### src/rtl/axis_downsizer_ext.sv
// AXI4-Stream width reducer: splits each wide input beat into up to RATIO narrow words,
// with run-time slice count/order and a 2-entry registered skid buffer on the output.
module axis_downsizer_ext #(
  parameter int S_AXIS_TDATA_WIDTH = 128,
  parameter int M_AXIS_TDATA_WIDTH = 32
) (
  input  logic                          aclk,
  input  logic                          aresetn,
  input  logic [15:0]                   cfg_data,
  input  logic                          cfg_order,
  input  logic [S_AXIS_TDATA_WIDTH-1:0] s_axis_tdata,
  input  logic                          s_axis_tvalid,
  input  logic                          s_axis_tlast,
  output logic                          s_axis_tready,
  output logic [M_AXIS_TDATA_WIDTH-1:0] m_axis_tdata,
  output logic                          m_axis_tvalid,
  output logic                          m_axis_tlast,
  input  logic                          m_axis_tready,
  output logic [31:0]                   sts_data
);

  localparam int RATIO      = S_AXIS_TDATA_WIDTH / M_AXIS_TDATA_WIDTH;
  localparam int CNTR_WIDTH = (RATIO > 1) ? $clog2(RATIO) : 1;
  localparam logic [CNTR_WIDTH-1:0] LAST_MAX = CNTR_WIDTH'(RATIO - 1);

  // Out-of-range requests clamp to the widest split instead of wrapping.
  function automatic logic [CNTR_WIDTH-1:0] clamp_last(input logic [15:0] v);
    if (RATIO == 1) return '0;
    if (int'({16'd0, v}) > RATIO - 1) return LAST_MAX;
    return v[CNTR_WIDTH-1:0];
  endfunction

  logic [M_AXIS_TDATA_WIDTH-1:0] slices [RATIO];
  for (genvar g = 0; g < RATIO; g++) begin : g_slice
    assign slices[g] = s_axis_tdata[g*M_AXIS_TDATA_WIDTH +: M_AXIS_TDATA_WIDTH];
  end

  logic [CNTR_WIDTH-1:0] cnt, sh_last, eff_last, slice_idx;
  logic                  sh_order, eff_order, last_slice;
  logic                  buf_free, accept, pop;
  logic [M_AXIS_TDATA_WIDTH-1:0] push_data, skid_data;
  logic                  push_last, skid_last, skid_vld, skid_vld_n;

  // Slice 0 sees live cfg; later slices of the same beat use the shadow copy.
  assign eff_last   = (cnt == '0) ? clamp_last(cfg_data) : sh_last;
  assign eff_order  = (cnt == '0) ? cfg_order : sh_order;
  assign last_slice = (cnt == eff_last);
  assign slice_idx  = eff_order ? (eff_last - cnt) : cnt;
  assign push_data  = slices[slice_idx];
  assign push_last  = s_axis_tlast & last_slice;

  assign accept        = s_axis_tvalid & buf_free;
  assign s_axis_tready = (RATIO == 1) ? buf_free : (accept & last_slice);
  assign pop           = m_axis_tvalid & m_axis_tready;

  always_comb begin
    skid_vld_n = skid_vld;
    if (pop)                          skid_vld_n = 1'b0;
    else if (accept && m_axis_tvalid) skid_vld_n = 1'b1;
  end

  // Slice counter, shadow cfg and beat counter
  always_ff @(posedge aclk) begin
    if (!aresetn) begin
      cnt      <= '0;
      sh_last  <= '0;
      sh_order <= 1'b0;
      sts_data <= '0;
    end else begin
      if (accept) begin
        if (cnt == '0) begin
          sh_last  <= clamp_last(cfg_data);
          sh_order <= cfg_order;
        end
        cnt <= last_slice ? '0 : cnt + 1'b1;
      end
      if (s_axis_tvalid && s_axis_tready) sts_data <= sts_data + 32'd1;
    end
  end

  // Output stage: head register drives the port, skid entry absorbs one word of backpressure
  always_ff @(posedge aclk) begin
    if (!aresetn) begin
      m_axis_tvalid <= 1'b0;
      m_axis_tdata  <= '0;
      m_axis_tlast  <= 1'b0;
      skid_vld      <= 1'b0;
      buf_free      <= 1'b0;
    end else begin
      skid_vld <= skid_vld_n;
      buf_free <= ~skid_vld_n;
      if (pop && skid_vld) begin
        m_axis_tdata <= skid_data;
        m_axis_tlast <= skid_last;
      end else if (pop) begin
        if (accept) begin
          m_axis_tdata <= push_data;
          m_axis_tlast <= push_last;
        end else begin
          m_axis_tvalid <= 1'b0;
        end
      end else if (accept && !m_axis_tvalid) begin
        m_axis_tvalid <= 1'b1;
        m_axis_tdata  <= push_data;
        m_axis_tlast  <= push_last;
      end
    end
  end

  always_ff @(posedge aclk) begin
    if (accept && m_axis_tvalid && !pop) begin
      skid_data <= push_data;
      skid_last <= push_last;
    end
  end

endmodule

### config.mk
export PLATFORM = sky130hd
export DESIGN_NAME = axis_downsizer_ext
export DESIGN_NICKNAME = d
export VERILOG_FILES = /design/src/rtl/axis_downsizer_ext.sv
export SDC_FILE = /design/constraint.sdc
export NUM_CORES = 1
export LEC_CHECK = 0
export ABC_AREA = 1
export CORE_MARGIN = 2
export CORE_UTILIZATION = 50
export DETAILED_ROUTE_END_ITERATION = 7
export GPL_TIMING_DRIVEN = 0
export PLACE_DENSITY = 0.84
export RECOVER_POWER = 100
export SLEW_MARGIN = 20
export SYNTH_ARGS = -nofsm -noshare
export SYNTH_HDL_FRONTEND = slang
export SYNTH_SLANG_ARGS = --single-unit
### constraint.sdc
create_clock -name aclk -period 6.3 [get_ports aclk]
set_input_delay 0.63 -clock aclk [delete_from_list [all_inputs] [get_ports aclk]]
set_output_delay 0.63 -clock aclk [all_outputs]
set_load 0.005 [all_outputs]
==> Word-level counts from Yosys, hierarchy flattened <==
Index checks and enable logic that the tools add are counted.
{ "classes": {"add_sub_neg": 3, "multipliers": 0, "div_mod_pow": 0, "magnitude_cmp": 2, "n_eq_ne": 3, "shifts": 0, "n_mux": 27, "bitwise_logic": 7, "n_reduce_logical": 13} }
{ "op_table": {"columns": ["op", "n"], "rows": [
  ["two-way mux 32 bit", 6],
  ["binary-select mux 32 bit (select 2 bit)", 1],
  ["adder 32 x 1 -> 32 bit (second input constant)", 1],
  ["greater-than comparator 16 x 2 -> 1 bit (second input constant)", 1],
  ["two-way mux 1 bit", 14],
  ["two-way mux 2 bit", 6],
  ["logical AND 1 bit", 5],
  ["AND 1 bit", 4],
  ["AND reduction 2 bit", 2],
  [">= comparator 3 bit (second input constant)", 1],
  ["!= test 3 x 2 -> 1 bit (second input constant)", 1],
  ["inverter 2 -> 3 bit", 1],
  ["AND reduction 3 bit", 1],
  ["nonzero test 3 bit", 1],
  ["adder 2 x 1 -> 2 bit (second input constant)", 1],
  ["== test 2 bit", 1],
  ["zero test 1 bit", 2],
  ["zero test 2 bit", 1],
  ["!= test 2 bit (second input constant)", 1],
  ["inverter 1 bit", 2],
  ["nonzero test 2 bit", 1],
  ["subtractor 2 bit", 1]
]} }
{ "totals": {"register_bits": 106, "latch_bits": 0, "mem_bits_rw": 0, "mem_bits_ro": 0, "out_inout_bits": 67, "memories": 0} }

==> Depth between registers and ports, before layout <==
Gate-level depths: netlist of the first run.
{ "logic_depth": {"ltp_word": 13, "depth_mapped": 17} }

==> Worst setup path before layout of the first run <==
OpenSTA, ideal clock, no wires.
{ "synth_path": {"path_kind": "input -> register", "from": "in s_axis_tvalid", "to": "reg skid_data[0], enable pin", "setup_ps": 465, "t_arrival_ps": 3018, "slack_ps": 2817, "cell_stages": 2, "path_buffers": 0, "path_cell_list": "nand2_1 > nor3_1"} }
{ "synth_between": {"elab_chain_len": 3} }
{ "synth_rtl": {"columns": ["item", "line", "source"], "rows": [
  ["from (decl)", "12", "input logic s_axis_tvalid,"],
  ["AND 1 bit", "52", "assign accept = s_axis_tvalid & buf_free;"],
  ["logical AND 1 bit (2 in series)", "111", "if (accept && m_axis_tvalid && !pop) begin"],
  ["to (signal assigned)", "112", "skid_data <= push_data;"],
  ["to (decl)", "41", "logic [M_AXIS_TDATA_WIDTH-1:0] push_data, skid_data;"]
]} }
Every way passes these cells.
A chain may end at the register's enable or synchronous reset.

==> Worst setup path in the final report of the first run <==
{ "layout_path": {"from": "in cfg_data[14]", "to": "reg m_axis_tdata[31]"} }
{ "layout_between": {"elab_chain_len": 13, "elab_cells_between_ends": 14} }
{ "layout_rtl": {"columns": ["item", "line", "source"], "rows": [
  ["from (decl)", "9", "input logic [15:0] cfg_data,"],
  ["greater-than comparator 16 x 2 -> 1 bit *", "29", "if (int'({16'd0, v}) > RATIO - 1) return LAST_MAX;"],
  ["two-way mux 1 bit *", "29", null],
  ["two-way mux 2 bit *", "30", "return v[CNTR_WIDTH-1:0];"],
  ["two-way mux 2 bit *", "45", "assign eff_last = (cnt == '0) ? clamp_last(cfg_data) : sh_last;"],
  ["subtractor 2 bit *", "48", "assign slice_idx = eff_order ? (eff_last - cnt) : cnt;"],
  ["two-way mux 2 bit *", "48", null],
  ["inverter 2 -> 3 bit (implied by the code) *", "49", "assign push_data = slices[slice_idx];"],
  ["binary-select mux 32 bit (select 2 bit) *", "49", null],
  ["two-way mux 32 bit (implied by the code) * (2 in series)", "49", null],
  ["two-way mux 32 bit (on tied branches)", "102, 96", null],
  ["two-way mux 32 bit *", "95", "end else if (pop) begin"],
  ["two-way mux 32 bit *", "92", "if (pop && skid_vld) begin"],
  ["to (signal assigned)", "93", "m_axis_tdata <= skid_data;"],
  ["to (signal assigned)", "97", "m_axis_tdata <= push_data;"],
  ["to (signal assigned)", "104", "m_axis_tdata <= push_data;"],
  ["to (decl)", "15", "output logic [M_AXIS_TDATA_WIDTH-1:0] m_axis_tdata,"]
]} }
Mark *: on every way between the ends. The rest lies on a longest branch, timed or not. The select of a mux whose other input is x is not followed.

==> results_dict.tcl, run 1 <==
set metrics [dict create \
    area_growth_pct 40.6 \
    clock-root-buffer "clkbuf_16" \
    route.detailed.drc 0 \
    die-area_sq_um 13600 \
    setup_viol 0 \
    synth-simple-area-share_pct 30.6 \
    drv_cap 0 \
    ant_nets 0 \
    clk_pin_slew_ns 0.07 \
    overflow 0 \
    synth-compound-area-share_pct 8.14 \
    cts.sinks 106 \
    r2r-start "cnt[0]" \
    slowest_stage "a21oi_1" \
    async_flop_share_pct 0 \
    post_cts_buffers 0 \
    ir_drop_uv 115 \
    slowest_delay_ns 1.05 \
    grt_pass1_vias 6177 \
    avgSynthCellArea_sq_um 7.73 \
    path_buf_inv 2 \
    regArea_sq_um 2450 \
    gp_congestion 0.927 \
    fin_crit_sh_pct 71.0 \
    hold_buffers 0 \
    path_cells "dlygate4sd3_1 -> or2_1 -> nor2_1 -> nand2_1 -> nor2_1 -> nand2_1 -> o21ai_0 -> ha_1 -> a21oi_1 -> clkbuf_1 -> mux2_1 -> nand2_1 -> nand3_1 -> nand2_1 -> a21oi_1" \
    n_antenna_cell 0 \
    critical_path_required_ns 6.50 \
    setup_tns_ns 0 \
    cp.depth 15 \
    layout_common_cells "231 x nand2_1, 146 x clkdlybuf4s50_1, 111 x nor2_1" \
    grt_max_degree 17 \
    drive_gt1_share_pct 6.16 \
    yosys_warnings 0 \
    crit_path_end "m_axis_tdata[31]" \
    cts_resized 0 \
    port_buffers 216 \
    cp-end-kind "flop" \
    dp_hpwl_mm 14.6 \
    max_clock_freq_mhz 223 \
    die_w_um 117 \
    worst-path-max-fanout 10 \
    total_leakage_power_nw 3.67 \
    cts.htree.levels 3 \
    hold_violations 0 \
    ys.flop_type "dfxtp_1" \
    status "complete, no violations" \
    die_h_um 117 \
    via_per_inst 5.30 \
    clk_latency_ns 0.34 \
    nNetsFinal 1203 \
    synth_fa_ha_area_share_pct 0.593 \
    numCtsBuffers 9 \
    synth_seq_area_share_pct 38.7 \
    tightest_slew_ns 1.39 \
    drtIter0Drc 514 \
    critPathLaunchType "primary input" \
    syn_inst 819 \
    drtPass1Iterations 5 \
    relSlewSlack_pct 7.62 \
    final.min_clock_period_ns 4.48 \
    synth_mux_area_share_pct 11.4 \
    min_path_type "flop to flop" \
    worst_r2r_endpoint "m_axis_tdata[31]" \
    ys_ff_latch 106 \
    r2r_slack_ns 2.42 \
    crit_top_cell "nand2_1" \
    clock_path_buffers 2 \
    synth_edf_count 33 \
    start_util_pct 50.8 \
    ios 217 \
    cts_tree "done" \
    layout_commonest_cell "nand2_1" \
    grt_pass1_wl_mm 29.8 \
    skew_ns 0.00902 \
    synth_xor_area_share_pct 2.77 \
    yosysUniqueCellTypes 36 \
    antenna_found_initial 0 \
    grt_usage_pct 27.9 \
    rsz0062_at_grt "false" \
    design.core.area_sq_um 12500 \
    post-place-ws_ns 2.38 \
    syn_area_sq_um 6330 \
    rows 41 \
    setup_ws_ns 1.82 \
    syn_nets 972 \
    via_count 6503 \
    power_density_nw_per_um2 193 \
    drv_slew 0 \
    critical-path-top-delay-family "compound AO/OA/AOI/OAI gates" \
    synth_top_family_by_area "simple AND/OR/NAND/NOR gates" \
    fillers 1060 \
    crit_start "cfg_data[14]" \
    rr_worst_depth 11 \
    multi_input_area_sq_um 3330 \
    wl_per_cell_um 15.4 \
    critPathKind "primary input to flop" \
    wl_mm 18.9 \
    crit_arrival_ns 4.68 \
]
## power by group
part / switching (W) / internal (W) / total [W]
Combinational: 0.000216 / 0.000231 / 0.000448
Sequential: 0.0000107 / 0.000735 / 0.000746
Clock: 0.000243 / 0.000278 / 0.000521
Total: 0.000470 / 0.00124 / 0.00171
## cells in the mapped netlist, types with 2 or more instances
library cell | count | area, sq um
nand2_1 | 231 | 867
nor2_1 | 111 | 417
dfxtp_1 | 73 | 1460
nand3_1 | 72 | 360
mux2_1 | 45 | 507
a21oi_1 | 41 | 205
inv_1 | 36 | 135
edfxtp_1 | 33 | 991
nor3_1 | 26 | 130
a21oi_2 | 21 | 184
xor2_1 | 20 | 175
mux2_2 | 19 | 214
o21ai_0 | 15 | 75.1
clkbuf_1 | 13 | 48.8
buf_6 | 10 | 113
clkbuf_8 | 9 | 124
nor4_1 | 8 | 50.1
nand4_1 | 7 | 43.8
buf_2 | 6 | 30.0
a31oi_1 | 3 | 18.8
ha_1 | 3 | 37.5
buf_4 | 2 | 15.0
nor3b_1 | 2 | 15.0
## kinds of logic (layout without fill, tap and decap cells)
kind of cell,Yosys count,in the layout
muxes,64,64
AOI/OAI and AO/OA,83,83
buffers and inverters,80,316
and+or+nand+nor,463,463
xor gates and xnor gates,20,20
adders and majority gates,3,3
DFF,106,106
## worst reg2reg max path: stages, from the launching register on
cell,delay [ns]
dfxtp_1,0.38
inv_1,0.09
ha_1,0.29
o21ai_0,0.23
ha_1,0.29
a21oi_1,1.05
clkbuf_1,0.65
mux2_1,0.45
nand2_1,0.12
nand3_1,0.08
nand2_1,0.07
a21oi_1,0.05
## sequential cells by signal, summed over array words and instances, names as in the netlist
name,cells
sh_order,1
cnt,2
m_axis_tlast,1
skid_vld,1
m_axis_tvalid,1
skid_last,1
skid_data,32
sh_last,2
buf_free,1
sts_data,32
m_axis_tdata,32
## how the worst min path moves through the flow
stage	start	endpoint	slack (ns)	cells past startpoint
finish	m_axis_tdata[9]	m_axis_tdata[9]	0.46	2
global route	m_axis_tdata[25]	m_axis_tdata[25]	0.48	2
CTS	m_axis_tdata[28]	m_axis_tdata[28]	0.47	2
detailed placement	m_axis_tdata[28]	m_axis_tdata[28]	0.46	2
global placement	m_axis_tdata[5]	m_axis_tdata[5]	0.45	2
floorplan	sh_order	sh_order	0.45	2
## layout make-up
class                   instances  share of cell area [%]
multi-input cells             633                    37.4
flip-flops and latches        106                    27.5
repair buffers                220                    24.5
plain buffers                  42                    3.54
clock buffers                  13                    2.81
well taps                     172                    2.42
inverters                      38                    1.60
clock inverters                 3                   0.183
## per-layer routing
metal / vias up / global-route usage [%] / routed length [um]
met2: 287 / 47.3 / 8740
li1: 3177 / - / -
met1: 2993 / 35.8 / 8090
met5: - / 0 / 0
met3: 46 / 3.89 / 1510
met4: 0 / 11.4 / 571
## stage by stage
step | total power [W] | hold slack [ns] | utilization, % | instances | instance area, sq um
2_1_floorplan | 0.00103 | 0.449 | - | 819 | 6330
3_3_place_gp | 0.00122 | 0.452 | 69.8 | 1207 | 8710
3_5_place_dp | 0.00123 | 0.457 | 70.2 | 1211 | 8750
4_1_cts | 0.00174 | 0.468 | 72.3 | 1227 | 9020
5_1_grt | 0.00179 | 0.477 | 71.4 | 1227 | 8900
6_report | 0.00171 | 0.462 | 71.4 | 1227 | 8900
Power figures use the tool's default switching activity.
==> inputs of run 2 (changes only) <==
--- a/config.mk
+++ b/config.mk
@@ -7,10 +7,10 @@
 export LEC_CHECK = 0
 export ABC_AREA = 1
 export CORE_MARGIN = 2
-export CORE_UTILIZATION = 50
+export CORE_UTILIZATION = 46
 export DETAILED_ROUTE_END_ITERATION = 7
 export GPL_TIMING_DRIVEN = 0
-export PLACE_DENSITY = 0.84
+export PLACE_DENSITY = 0.78
 export RECOVER_POWER = 100
 export SLEW_MARGIN = 20
 export SYNTH_ARGS = -nofsm -noshare
==> constraint.sdc (replaced) <==
create_clock -name aclk -period 4.6 [get_ports aclk]
set_input_delay 0.46 -clock aclk [delete_from_list [all_inputs] [get_ports aclk]]
set_output_delay 0.46 -clock aclk [all_outputs]
set_load 0.005 [all_outputs]
==> results_dict.tcl, run 2 (synthesized netlist as in run 1, its figures left out) <==
set metrics [dict create \
    critical_path_required_ns 4.82 \
    grt_pass1_vias 6001 \
    worst-path-max-fanout 10 \
    multi_input_area_sq_um 3330 \
    total_power_w 0.00240 \
    clk_pin_slew_ns 0.07 \
    min_from "m_axis_tdata[3]" \
    cp-end-kind "flop" \
    critPathLaunchType "primary input" \
    n_antenna_cell 0 \
    via_count 6389 \
    cts.htree.levels 3 \
    path_cells "dlygate4sd3_1 -> nor2_1 -> nand2_1 -> nor2_1 -> nand2_1 -> nor2_1 -> nand2_1 -> o21ai_0 -> ha_1 -> a21oi_1 -> buf_6 -> mux2_1 -> nand3_1 -> nand3_1 -> nand2_1 -> a21oi_2" \
    drive_gt1_share_pct 6.45 \
    total_leakage_power_nw 3.70 \
    area_growth_pct 41.4 \
    gp_congestion 0.974 \
    post_cts_buffers 0 \
    port_buffers 216 \
    ant_nets 0 \
    rows 42 \
    layout_common_cells "231 x nand2_1, 146 x clkdlybuf4s50_1, 111 x nor2_1" \
    final.min_clock_period_ns 3.89 \
    crit_arrival_ns 4.11 \
    setup_viol 0 \
    hold_violations 0 \
    nNetsFinal 1202 \
    design.core.area_sq_um 13300 \
    regArea_sq_um 2450 \
    via_per_inst 5.19 \
    path_buf_inv 2 \
    hold_buffers 0 \
    setup_tns_ns 0 \
    route.detailed.drc 0 \
    min_path_type "flop to flop" \
    cts.sinks 106 \
    tightest_slew_ns 1.50 \
    power_density_nw_per_um2 269 \
    drtIter0Drc 533 \
    fillers 1169 \
    crit_start "cfg_data[5]" \
    start_util_pct 47.4 \
    grt_pass1_wl_mm 30.0 \
    dp_hpwl_mm 14.6 \
    wl_mm 18.9 \
    max_clock_freq_mhz 257 \
    die-area_sq_um 14700 \
    wl_per_cell_um 15.4 \
    ir_drop_uv 232 \
    critical-path-top-delay-family "compound AO/OA/AOI/OAI gates" \
    ios 217 \
    setup_ws_ns 0.709 \
    clk_latency_ns 0.36 \
    final_cell_area_sq_um 8950 \
    fin_crit_sh_pct 84.6 \
    status "finished, violations left" \
    r2r-start "cnt[0]" \
    clock-root-buffer "clkbuf_16" \
    violations "capacitance limit" \
    crit_top_cell "nand2_1" \
    drv_slew 0 \
    slowest_delay_ns 1.14 \
    antenna_found_initial 0 \
    cts_tree "done" \
    final_core_util_pct 67.1 \
    overflow 0 \
    grt_usage_pct 25.8 \
    grt_max_degree 17 \
    dpl-instance-area_sq_um 8740 \
    critPathKind "primary input to flop" \
    cts_resized 0 \
    drv_cap 1 \
    relSlewSlack_pct 0.0920 \
    clock_path_buffers 2 \
    skew_ns 0.00541 \
    rsz0062_at_grt "false" \
    slowest_stage "a21oi_1" \
    post-place-ws_ns 1.00 \
    layout_commonest_cell "nand2_1" \
    numCtsBuffers 9 \
    die_h_um 121 \
    die_w_um 121 \
    top_regs "m_axis_tdata: 32 flops, skid_data: 32 flops, sts_data: 32 flops" \
    drtPass1Iterations 5 \
]
[run 2: tightest hold or removal path, stage by stage (launching register included)]
cell and delay [ns]:
dfxtp_1 0.31, nand2_1 0.05, a21oi_1 0.06
[run 2: worst paths after layout]
check / cells after the start / slack [ns] / endpoint
max: 16 / 0.71 / m_axis_tdata[21]
min reg2reg: 2 / 0.46 / m_axis_tdata[3]
max reg2reg: 12 / 1.04 / m_axis_tdata[21]
min: 2 / 0.46 / m_axis_tdata[3]
[run 2: area by class of cell]
class                      instances  share of cell area (%)
inverter                          38                    1.59
buffer                            42                    3.86
tap                              176                    2.46
timing repair buffer             219                    24.3
multi-input combinational        633                    37.2
clock buffer                      10                    2.56
sequential                       106                    27.4
clock inverter                     6                   0.643
[run 2: layer usage]
layer / up-vias / track usage (%) / wire, um
met5: - / 0 / 0
met4: 0 / 8.55 / 380
met1: 2905 / 33.0 / 8080
met3: 29 / 6.11 / 1650
li1: 3182 / - / -
met2: 273 / 42.8 / 8800
[run 2: stage by stage]
step                      hold WS [ns]  instances
final                            0.463       1230
after detailed placement         0.455       1214
after CTS                        0.466       1230
after floorplan                  0.449        819
after global routing             0.485       1230
after global placement           0.451       1211
[run 2: power breakdown]
part / internal [W] / switching, W
Clock: 0.000418 / 0.000346
Sequential: 0.00101 / 0.0000135
Combinational: 0.000326 / 0.000294
Total: 0.00175 / 0.000654
